### config.mk
export PLATFORM = sky130hd
export DESIGN_NAME = grid_erosion_engine
export DESIGN_NICKNAME = d
export VERILOG_FILES = /design/src/rtl/grid_erosion_pkg.sv /design/src/rtl/erosion_row_kernel.sv /design/src/rtl/grid_erosion_engine.sv
export SDC_FILE = /design/constraint.sdc
export NUM_CORES = 1
export LEC_CHECK = 0
export BUFFER_PORTS_ARGS = -buffer_cell sky130_fd_sc_hd__buf_2
export CAP_MARGIN = 15
export CORE_MARGIN = 2
export CORE_UTILIZATION = 63
export CTS_CLUSTER_DIAMETER = 60
export DETAILED_ROUTE_END_ITERATION = 10
export GPL_ROUTABILITY_DRIVEN = 0
export PLACE_DENSITY = 0.8
export SYNTH_ARGS = -nofsm -noshare
export SYNTH_HDL_FRONTEND = slang
export SYNTH_SLANG_ARGS = --single-unit
### constraint.sdc
create_clock -name clk -period 12.5 [get_ports clk]
set_input_delay 0.625 -clock clk [delete_from_list [all_inputs] [get_ports clk]]
set_output_delay 0.625 -clock clk [all_outputs]
set_load 0.03 [all_outputs]
### src/rtl/grid_erosion_pkg.sv
// grid_erosion_pkg: shared FSM states, count-width helper and neighbour-count type for the erosion engine
package grid_erosion_pkg;

    typedef enum logic [2:0] {IDLE, LOAD, SWEEP, CHECK, DUMP, DONE} state_t;

    typedef logic [3:0] ncnt_t;

    function automatic int cnt_w(input int w, input int d);
        return $clog2(w * d + 1);
    endfunction

endpackage

### src/rtl/erosion_row_kernel.sv
// erosion_row_kernel: combinational erosion of one row given its pre-sweep neighbours
//   above/cur/below : pre-sweep rows r-1, r, r+1
//   above_vld/below_vld : low at the top/bottom grid edge (missing row counts as empty)
//   new_row : cur with under-supported cells cleared
//   removed : number of cells cleared in this row
module erosion_row_kernel
    import grid_erosion_pkg::*;
#(
    parameter int WIDTH  = 16,
    parameter int THRESH = 4,
    localparam int KW    = $clog2(WIDTH + 1)
) (
    input  logic [WIDTH-1:0] above,
    input  logic [WIDTH-1:0] cur,
    input  logic [WIDTH-1:0] below,
    input  logic             above_vld,
    input  logic             below_vld,
    output logic [WIDTH-1:0] new_row,
    output logic [KW-1:0]    removed
);
    logic [WIDTH+1:0] a, c, b;
    logic [WIDTH-1:0] kill;

    // one zero column of padding on each side makes off-grid neighbours read as empty
    assign a = {1'b0, above & {WIDTH{above_vld}}, 1'b0};
    assign c = {1'b0, cur, 1'b0};
    assign b = {1'b0, below & {WIDTH{below_vld}}, 1'b0};

    for (genvar j = 0; j < WIDTH; j++) begin : g_col
        ncnt_t n;
        assign n = ncnt_t'(a[j]) + ncnt_t'(a[j+1]) + ncnt_t'(a[j+2])
                 + ncnt_t'(c[j]) + ncnt_t'(c[j+2])
                 + ncnt_t'(b[j]) + ncnt_t'(b[j+1]) + ncnt_t'(b[j+2]);
        assign kill[j] = cur[j] && (n < ncnt_t'(THRESH));
    end

    assign new_row = cur & ~kill;

    always_comb begin
        removed = '0;
        for (int i = 0; i < WIDTH; i++) removed = removed + KW'(kill[i]);
    end

endmodule

### src/rtl/grid_erosion_engine.sv
// grid_erosion_engine: stream-loaded grid, repeated erosion sweeps until stable, removal statistics
//   clk, rst_n (async active-low) ; start : begin a job (IDLE/DONE only)
//   row_valid/row_ready/row_data : row-by-row grid load, row 0 first
//   busy, done : job status ; first_removed, total_removed, sweep_count : results, valid while done
//   GRID_EROSION_DUMP_EN : adds dump_valid/dump_ready/dump_data to stream out the final grid
module grid_erosion_engine
    import grid_erosion_pkg::*;
#(
    parameter int WIDTH  = 16,
    parameter int DEPTH  = 16,
    parameter int THRESH = 4,
    localparam int CW    = cnt_w(WIDTH, DEPTH),
    localparam int SW    = CW
) (
    input  logic             clk,
    input  logic             rst_n,
    input  logic             start,
    input  logic             row_valid,
    output logic             row_ready,
    input  logic [WIDTH-1:0] row_data,
    output logic             busy,
    output logic             done,
    output logic [CW-1:0]    first_removed,
    output logic [CW-1:0]    total_removed,
    output logic [SW-1:0]    sweep_count
`ifdef GRID_EROSION_DUMP_EN
    ,
    output logic             dump_valid,
    input  logic             dump_ready,
    output logic [WIDTH-1:0] dump_data
`endif
);
    localparam int RW = $clog2(DEPTH);
    localparam int KW = $clog2(WIDTH + 1);
    localparam logic [RW-1:0] LAST = RW'(DEPTH - 1);

    state_t state, state_n;
    logic [RW-1:0] row, row_nx;
    logic [CW-1:0] acc;
    logic [WIDTH-1:0] grid [DEPTH];
    logic [WIDTH-1:0] shadow;
    logic [WIDTH-1:0] new_row;
    logic [KW-1:0] kcnt;
    logic go;

    assign row_nx    = (row == LAST) ? '0 : row + 1'b1;
    assign go        = (state == IDLE || state == DONE) && start;
    assign row_ready = state == LOAD;
    assign busy      = state inside {LOAD, SWEEP, CHECK, DUMP};
    assign done      = state == DONE;
`ifdef GRID_EROSION_DUMP_EN
    assign dump_valid = state == DUMP;
    assign dump_data  = grid[row];
`endif

    // shadow holds the pre-sweep copy of row r-1, which was overwritten last cycle
    erosion_row_kernel #(.WIDTH(WIDTH), .THRESH(THRESH)) u_kernel (
        .above     (shadow),
        .cur       (grid[row]),
        .below     (grid[row_nx]),
        .above_vld (row != '0),
        .below_vld (row != LAST),
        .new_row   (new_row),
        .removed   (kcnt)
    );

    always_ff @(posedge clk or negedge rst_n) begin
        if (!rst_n) state <= IDLE;
        else        state <= state_n;
    end

    always_comb begin
        state_n = state;
        case (state)
            IDLE, DONE: state_n = start ? LOAD : state;
            LOAD:       state_n = (row_valid && row == LAST) ? SWEEP : LOAD;
            SWEEP:      state_n = (row == LAST) ? CHECK : SWEEP;
`ifdef GRID_EROSION_DUMP_EN
            CHECK:      state_n = (acc != '0) ? SWEEP : DUMP;
            DUMP:       state_n = (dump_ready && row == LAST) ? DONE : DUMP;
`else
            CHECK:      state_n = (acc != '0) ? SWEEP : DONE;
`endif
            default:    state_n = IDLE;
        endcase
    end

    always_ff @(posedge clk or negedge rst_n) begin
        if (!rst_n) begin
            row           <= '0;
            acc           <= '0;
            first_removed <= '0;
            total_removed <= '0;
            sweep_count   <= '0;
        end else begin
            if (go) begin
                row           <= '0;
                acc           <= '0;
                first_removed <= '0;
                total_removed <= '0;
                sweep_count   <= '0;
            end
            if (state == LOAD && row_valid) row <= row_nx;
            if (state == SWEEP) begin
                row <= row_nx;
                acc <= acc + CW'(kcnt);
            end
            if (state == CHECK) begin
                total_removed <= total_removed + acc;
                // an empty sweep ends the job, so no productive sweep yet means this is sweep 1
                if (sweep_count == '0) first_removed <= acc;
                if (acc != '0) sweep_count <= sweep_count + 1'b1;
                acc <= '0;
            end
`ifdef GRID_EROSION_DUMP_EN
            if (state == DUMP && dump_ready) row <= row_nx;
`endif
        end
    end

    always_ff @(posedge clk) begin
        if (state == LOAD && row_valid) grid[row] <= row_data;
        if (state == SWEEP) begin
            grid[row] <= new_row;
            shadow    <= grid[row];
        end
    end

endmodule
==> results by group, run 1 <==
Timing
  • Tmin final: 10540 ps
  • Fmax: 94.83 MHz
  • Slew margin rel.: 13.71%
  • Worst-Margin Slew: around 1300 ps
  • Layout Skew: 21.05 ps
  • Unrepaired setup endpoints after global routing: false
  • Hold_ws: approximately 270 ps
  • Final-report setup violation count: 0
  • Pins Over Slew Limit: 0
  • Crit share post-route: between 80 and 90%
  • Setup TNS: 0 ps
  • Final Hold Fails: 0

Synth
  • Netlist Area Pre-Place: approximately 18000 um^2
  • Synthesized area per cell: 14.33 um^2
  • Cell taking the most area after synthesis: edfxtp_1
  • Main synth FF type: edfxtp_1
  • Synth top cells by count: edfxtp_1 (272), mux4_2 (120), nand2_1 (108), ha_1 (86), inv_1 (72)
  • Synth top area cells: edfxtp_1 (46%), mux4_2 (15%), dfrtp_1 (6.0%)
  • Number of synthesized flops with an enable pin: 272
  • Most frequent cell after synthesis: edfxtp_1
  • Mapped Cells: 1243
  • Mapped Nets: 1391
  • Synth cell types: 72
  • Register area share after synthesis: 51.90%
  • #FFs+latches synth: roughly 320
  • Synth top area share: 45.86%
  • Yosys warns: 0
  • Async S/R FF share, synth: ~14%

Setup path
  • Crit end category: flop
  • CP peak stage delay: 780 ps
  • FF-to-FF Start: row[0]
  • Worst Path Buf+Inv: 6
  • Most frequent CP cell: fa_1
  • CP max stage cell: a31oi_4
  • FF-to-FF path depth: 32
  • Critical setup path kind: reg2reg
  • CP Max Fanout: 51
  • Startpoint Class: flop
  • CP delay by family, top: adder cells
  • Critical Path Source: row[0]
  • CP arrival: 11000 ps
  • Crit path required time: 12950 ps
  • CP Depth: 32

Floorplanning
  • Die area: 29630 um^2
  • I/O pin total: 50
  • Die extent in x: 172.1 um
  • Site Rows: 61
  • Initial Util: 64.11%
  • Die Span Y: 172.1 um
  • Core box area: between 20000 and 30000 um^2

Global routing
  • First-pass GRT wire length: around 71000 um
  • Global routing usage on met3: 6.844%
  • Initial antenna violation count: 1
  • GRT Util Overall: 32.88%
  • Met2 Track Usage GR: a little over half
  • Global route total overflow: 0
  • Largest net degree at the start of global routing: 73
  • Vias in the first global route: approximately 12000
  • Most used routing layer: met2
  • Met1 usage: 43.43%

Outcome
  • Status: complete, no violations

Clock network
  • Total CTS buffers: 36
  • CTS tree: built
  • Post_cts resized: 0
  • Clk_lat worst skew: 540 ps
  • Post CTS Setup Buffer Count: 0
  • Clock Path Buffers: 3
  • Clock Sinks: 315
  • Reg clk slew, reported paths: 60 ps
  • Max H-tree Level: 2
  • CTS root buffer: clkbuf_16
  • Hold bufs inserted after CTS: 0

Cells and area
  • Post-synthesis to final-layout area growth: 11.26%
  • Register area: 9250 um^2
  • Nets@finish: ~1400
  • Filler Cell Count: about 1800
  • Area of the multi-input gates: between 8000 and 9000 um^2
  • Layout cells sized above 1: a little under a quarter

Drt
  • Drt initial violations: about 1600
  • Remaining antenna violation count: 0
  • Drt total wl: 47160 um
  • DR pass1 iterations: 6
  • WL/cell: 27.65 um
  • DRC: 0
  • Via count: ~12000
  • Via-per-instance ratio: 6.910

Job
  • Max cap viols: 0

Place
  • Final HPWL DP: 29650 um
  • I/O Buffers: 49

Hold path
  • Worst Hold Class: in2async
metrics by stage:
step	util [%]	setup WS, ps	instances	area [um^2]
2_1_floorplan	-	3127	1243	17810
3_3_place_gp	66.51	2067	1630	18480
3_5_place_dp	66.51	1903	1630	18480
4_1_cts	70.93	1906	1696	19710
5_1_grt	71.33	1414	1706	19820
6_report	71.33	1955	1706	19820
worst paths after layout:
check	end	slack, ps
setup / recovery	acc[8]	1960
hold / removal	total_removed[4]	270
setup reg to reg	acc[8]	1960
hold reg to reg	first_removed[0]	490
max in group asynchronous	row[0]	11500
min in group clk	state[2]	310
flip-flops by register name, indices dropped and copies added, names as in the netlist:
register       cells
acc                9
first_removed      9
grid             256
row                4
shadow            16
state              3
sweep_count        9
total_removed      9
metal layers:
layer,vias to the layer above,wire (um)
met1,5874,16780
met5,-,0
li1,4951,-
met3,180,5346
met2,784,22740
met4,0,2292
area by class of cell:
class / instances / share of cell area (%)
sequential: 315 / 46.68
clock inverter: 25 / 1.408
clock buffer: 41 / 4.792
antenna: 1 / 0.01263
multi-input combinational: 786 / 40.44
tap: 378 / 2.387
timing repair buffer: 88 / 2.917
inverter: 72 / 1.364
cells in the final DEF (no fill, tap or decap), types with 6 or more instances in the layout:
cell type  instances
a211oi_1          23
inv_1             72
and3_1            17
ha_1              85
and2_1            20
o21ai_0           48
nand2_1          108
o21a_1            10
clkbuf_16         36
a22o_1             6
nor2b_1           37
clkinv_2           6
a21o_1            11
xor2_1             7
dfrtp_1           40
a31oi_1           10
o21ai_1           12
nand3_1           37
o31ai_2            7
mux4_2           120
edfxtp_1         272
a21oi_1           14
a32o_1             7
mux2i_1           23
fa_1              42
buf_4             31
nor2_1            32
xnor2_1            8
clkbuf_8           7
buf_2             49
nor3_1             8
cells by family (layout without fill, tap and decap cells):
kind of cell / count (synthesis) / in the layout / share of synthesized area [%]
mux: 147 / 147 / 16.72
xor+xnor: 17 / 17 / 0.9203
buf+inv: 142 / 226 / 3.372
fa+ha+maj: 128 / 128 / 10.76
compound gates: 209 / 209 / 8.556
simple gates: 285 / 285 / 7.770
flops: 315 / 315 / 51.90
other cells: 0 / 1 / 0
Power of run 1 is left out: the tool's default activity adds up to more than one toggle a clock period on the data nets, which glitch-free logic cannot reach.
==> run 2: changes to the inputs <==
CORE_UTILIZATION = 57   (was 63)
PLACE_DENSITY = 0.77   (was 0.8)
clock period = 9 ns   (was 12.5 ns; I/O delays follow)
==> results by group, run 2 (synthesis results as in run 1) <==
Floorplanning
  • Core box area: 30670 um^2 (was 27780 um^2)
  • Initial Util: 58.07% (was 64.11%)
  • Die extent in x: 180.8 um (was 172.1 um)
  • I/O pin total: 50 (unchanged)
  • Die Span Y: 180.8 um (was 172.1 um)
  • Site Rows: 64 (was 61)
  • Die area: 32680 um^2 (was 29630 um^2)

Cells and area
  • Layout cells sized above 1: 24.60% (was 22.53%)
  • Post-route cell area: 20150 um^2 (was 19820 um^2)
  • Number of flip-flops in the largest register: 256 (unchanged)
  • Filler Cell Count: 2061 (was 1771)
  • Most frequent cells in the layout: edfxtp_1 (272), mux4_2 (120), nand2_1 (108) (unchanged)
  • Nets@finish: 1484 (was 1447)
  • Area of the multi-input gates: 8048 um^2 (was 8014 um^2)
  • Top Registers: grid: 256 flops, shadow: 16 flops (unchanged)
  • Commonest non-fill, non-tap cell in the layout: edfxtp_1 (unchanged)
  • ANT cells: 0 (was 1)
  • Largest Register: grid (unchanged)
  • Post-synthesis to final-layout area growth: 13.15% (was 11.26%)
  • Fin util: 65.71% (was 71.33%)
  • Register area: 9250 um^2 (unchanged)

Drt
  • WL/cell: 25.95 um (was 27.65 um)
  • DRC: 0 (unchanged)
  • Drt total wl: 45610 um (was 47160 um)
  • Remaining antenna violation count: 0 (unchanged)
  • DR pass1 iterations: 7 (was 6)
  • Via-per-instance ratio: 6.585 (was 6.910)
  • Drt initial violations: 1235 (was 1639)
  • Via count: 11576 (was 11789)

Setup path
  • Worst Path Buf+Inv: 5 (was 6)
  • CP peak stage delay: 590 ps (was 780 ps)
  • Most frequent CP cell: fa_1 (unchanged)
  • Crit end category: flop (unchanged)
  • Crit path required time: 9440 ps (was 12950 ps)
  • CP delay by family, top: adder cells (unchanged)
  • FF-to-FF setup slack: 310 ps (was 1960 ps)
  • Startpoint Class: flop (unchanged)
  • CP Max Fanout: 6 (was 51)
  • CP arrival: 9130 ps (was 11000 ps)
  • Critical setup path kind: reg2reg (unchanged)
  • CP max stage cell: fa_1 (was a31oi_4)

Global routing
  • Largest net degree at the start of global routing: 44 (was 73)
  • Initial antenna violation count: 0 (was 1)
  • Vias in the first global route: 11825 (was 11826)
  • First-pass GRT wire length: 68740 um (was 70600 um)
  • GRT Util Overall: 27.94% (was 32.88%)
  • Global route total overflow: 0 (unchanged)

Timing
  • Tmin final: 8689 ps (was 10540 ps)
  • Fmax: 115.1 MHz (was 94.83 MHz)
  • Layout Skew: 19.84 ps (was 21.05 ps)
  • Final Hold Fails: 0 (unchanged)
  • Slew margin rel.: 15.81% (was 13.71%)
  • Min setup slack post-route: 310.6 ps (was 1955 ps)
  • Pins Over Slew Limit: 0 (unchanged)
  • Final-report setup violation count: 0 (unchanged)
  • Worst-Margin Slew: 1263 ps (was 1294 ps)
  • Crit share post-route: 96.55% (was 84.36%)

Hold path
  • Worst Hold Class: in2async (unchanged)

Clock network
  • CTS tree: built (unchanged)
  • Hold bufs inserted after CTS: 0 (unchanged)
  • Clock Path Buffers: 3 (unchanged)
  • Clk_lat worst skew: 530 ps (was 540 ps)
  • Max H-tree Level: 2 (unchanged)
  • Reg clk slew, reported paths: 60 ps (about the same)
  • Clock Sinks: 315 (unchanged)
  • CTS root buffer: clkbuf_16 (unchanged)
  • Total CTS buffers: 35 (was 36)

Place
  • Final HPWL DP: 30400 um (was 29650 um)
  • Post-placement cell area: 18730 um^2 (was 18480 um^2)
  • Dpl ws: 2.861 ps (was 1903 ps)
  • I/O Buffers: 49 (unchanged)

Job
  • Max cap viols: 0 (unchanged)

Outcome
  • Status: complete, no violations (unchanged)
## run 2: cell count changes in the layout (fill, tap and decap cells not counted), moves of 2 or more
cell / change
a21oi_1: -2
clkinvlp_4: -2
clkbuf_1: +3
a21oi_2: +2
buf_4: +27
clkbuf_8: -2
buf_12: +2
buf_6: +9
## run 2: path summary, 6_finish.rpt
| check | cells after the start | endpoint | from |
|---|---|---|---|
| worst max-delay path | 32 | acc[8] | row[0] |
| worst min register to register | 2 | first_removed[0] | first_removed[0] |
| min in group clk | 2 | state[2] | start |
| worst max register to register | 32 | acc[8] | row[0] |
| worst min-delay path | 1 | total_removed[3] | rst_n |
| max in group asynchronous | 1 | row[0] | rst_n |
## run 2: metal layers
layer / wire length (um) / up-vias / track usage [%]
li1: - / 5026 / -
met1: 16990 / 5832 / 36.43
met2: 22350 / 589 / 45.48
met3: 4474 / 129 / 6.188
met4: 1797 / 0 / 12.26
met5: 0 / - / 0
## run 2: repair_timing
action / 4_1_cts / 5_1_grt
setup buffers: 0 / 10
setup endpoints to repair: 2 / 5
pin swaps: 0 / 9
gates cloned: 0 / 1
gates resized for setup: 1 / 17
## run 2: worst register-to-register path: cells and delay by family, from the launching register on
kind	cells	cell delay [ps]
fa+ha+maj	12	4920
buf+inv	5	430
flops	1	470
compound gates	10	1960
simple gates	4	330
mux	1	500
## run 2: area by class of cell
class | count | area share [%]
Timing Repair Buffer | 126 | 4.663
Inverter | 72 | 1.341
Clock inverter | 21 | 1.074
Tap cell | 396 | 2.459
Multi-Input combinational cell | 786 | 39.93
Clock buffer | 42 | 4.632
Sequential cell | 315 | 45.90
## run 2: stage by stage
stage / hold WS, ps / setup TNS (ps) / cells
floorplan: 154.4 / 0 / 1243
global placement: 466.1 / 0 / 1677
detailed placement: 471.9 / 0 / 1677
CTS: 121.2 / 0 / 1740
global route: 172.3 / -27.20 / 1758
finish: 91.94 / 0 / 1758
Power of run 2 is left out for the same reason.
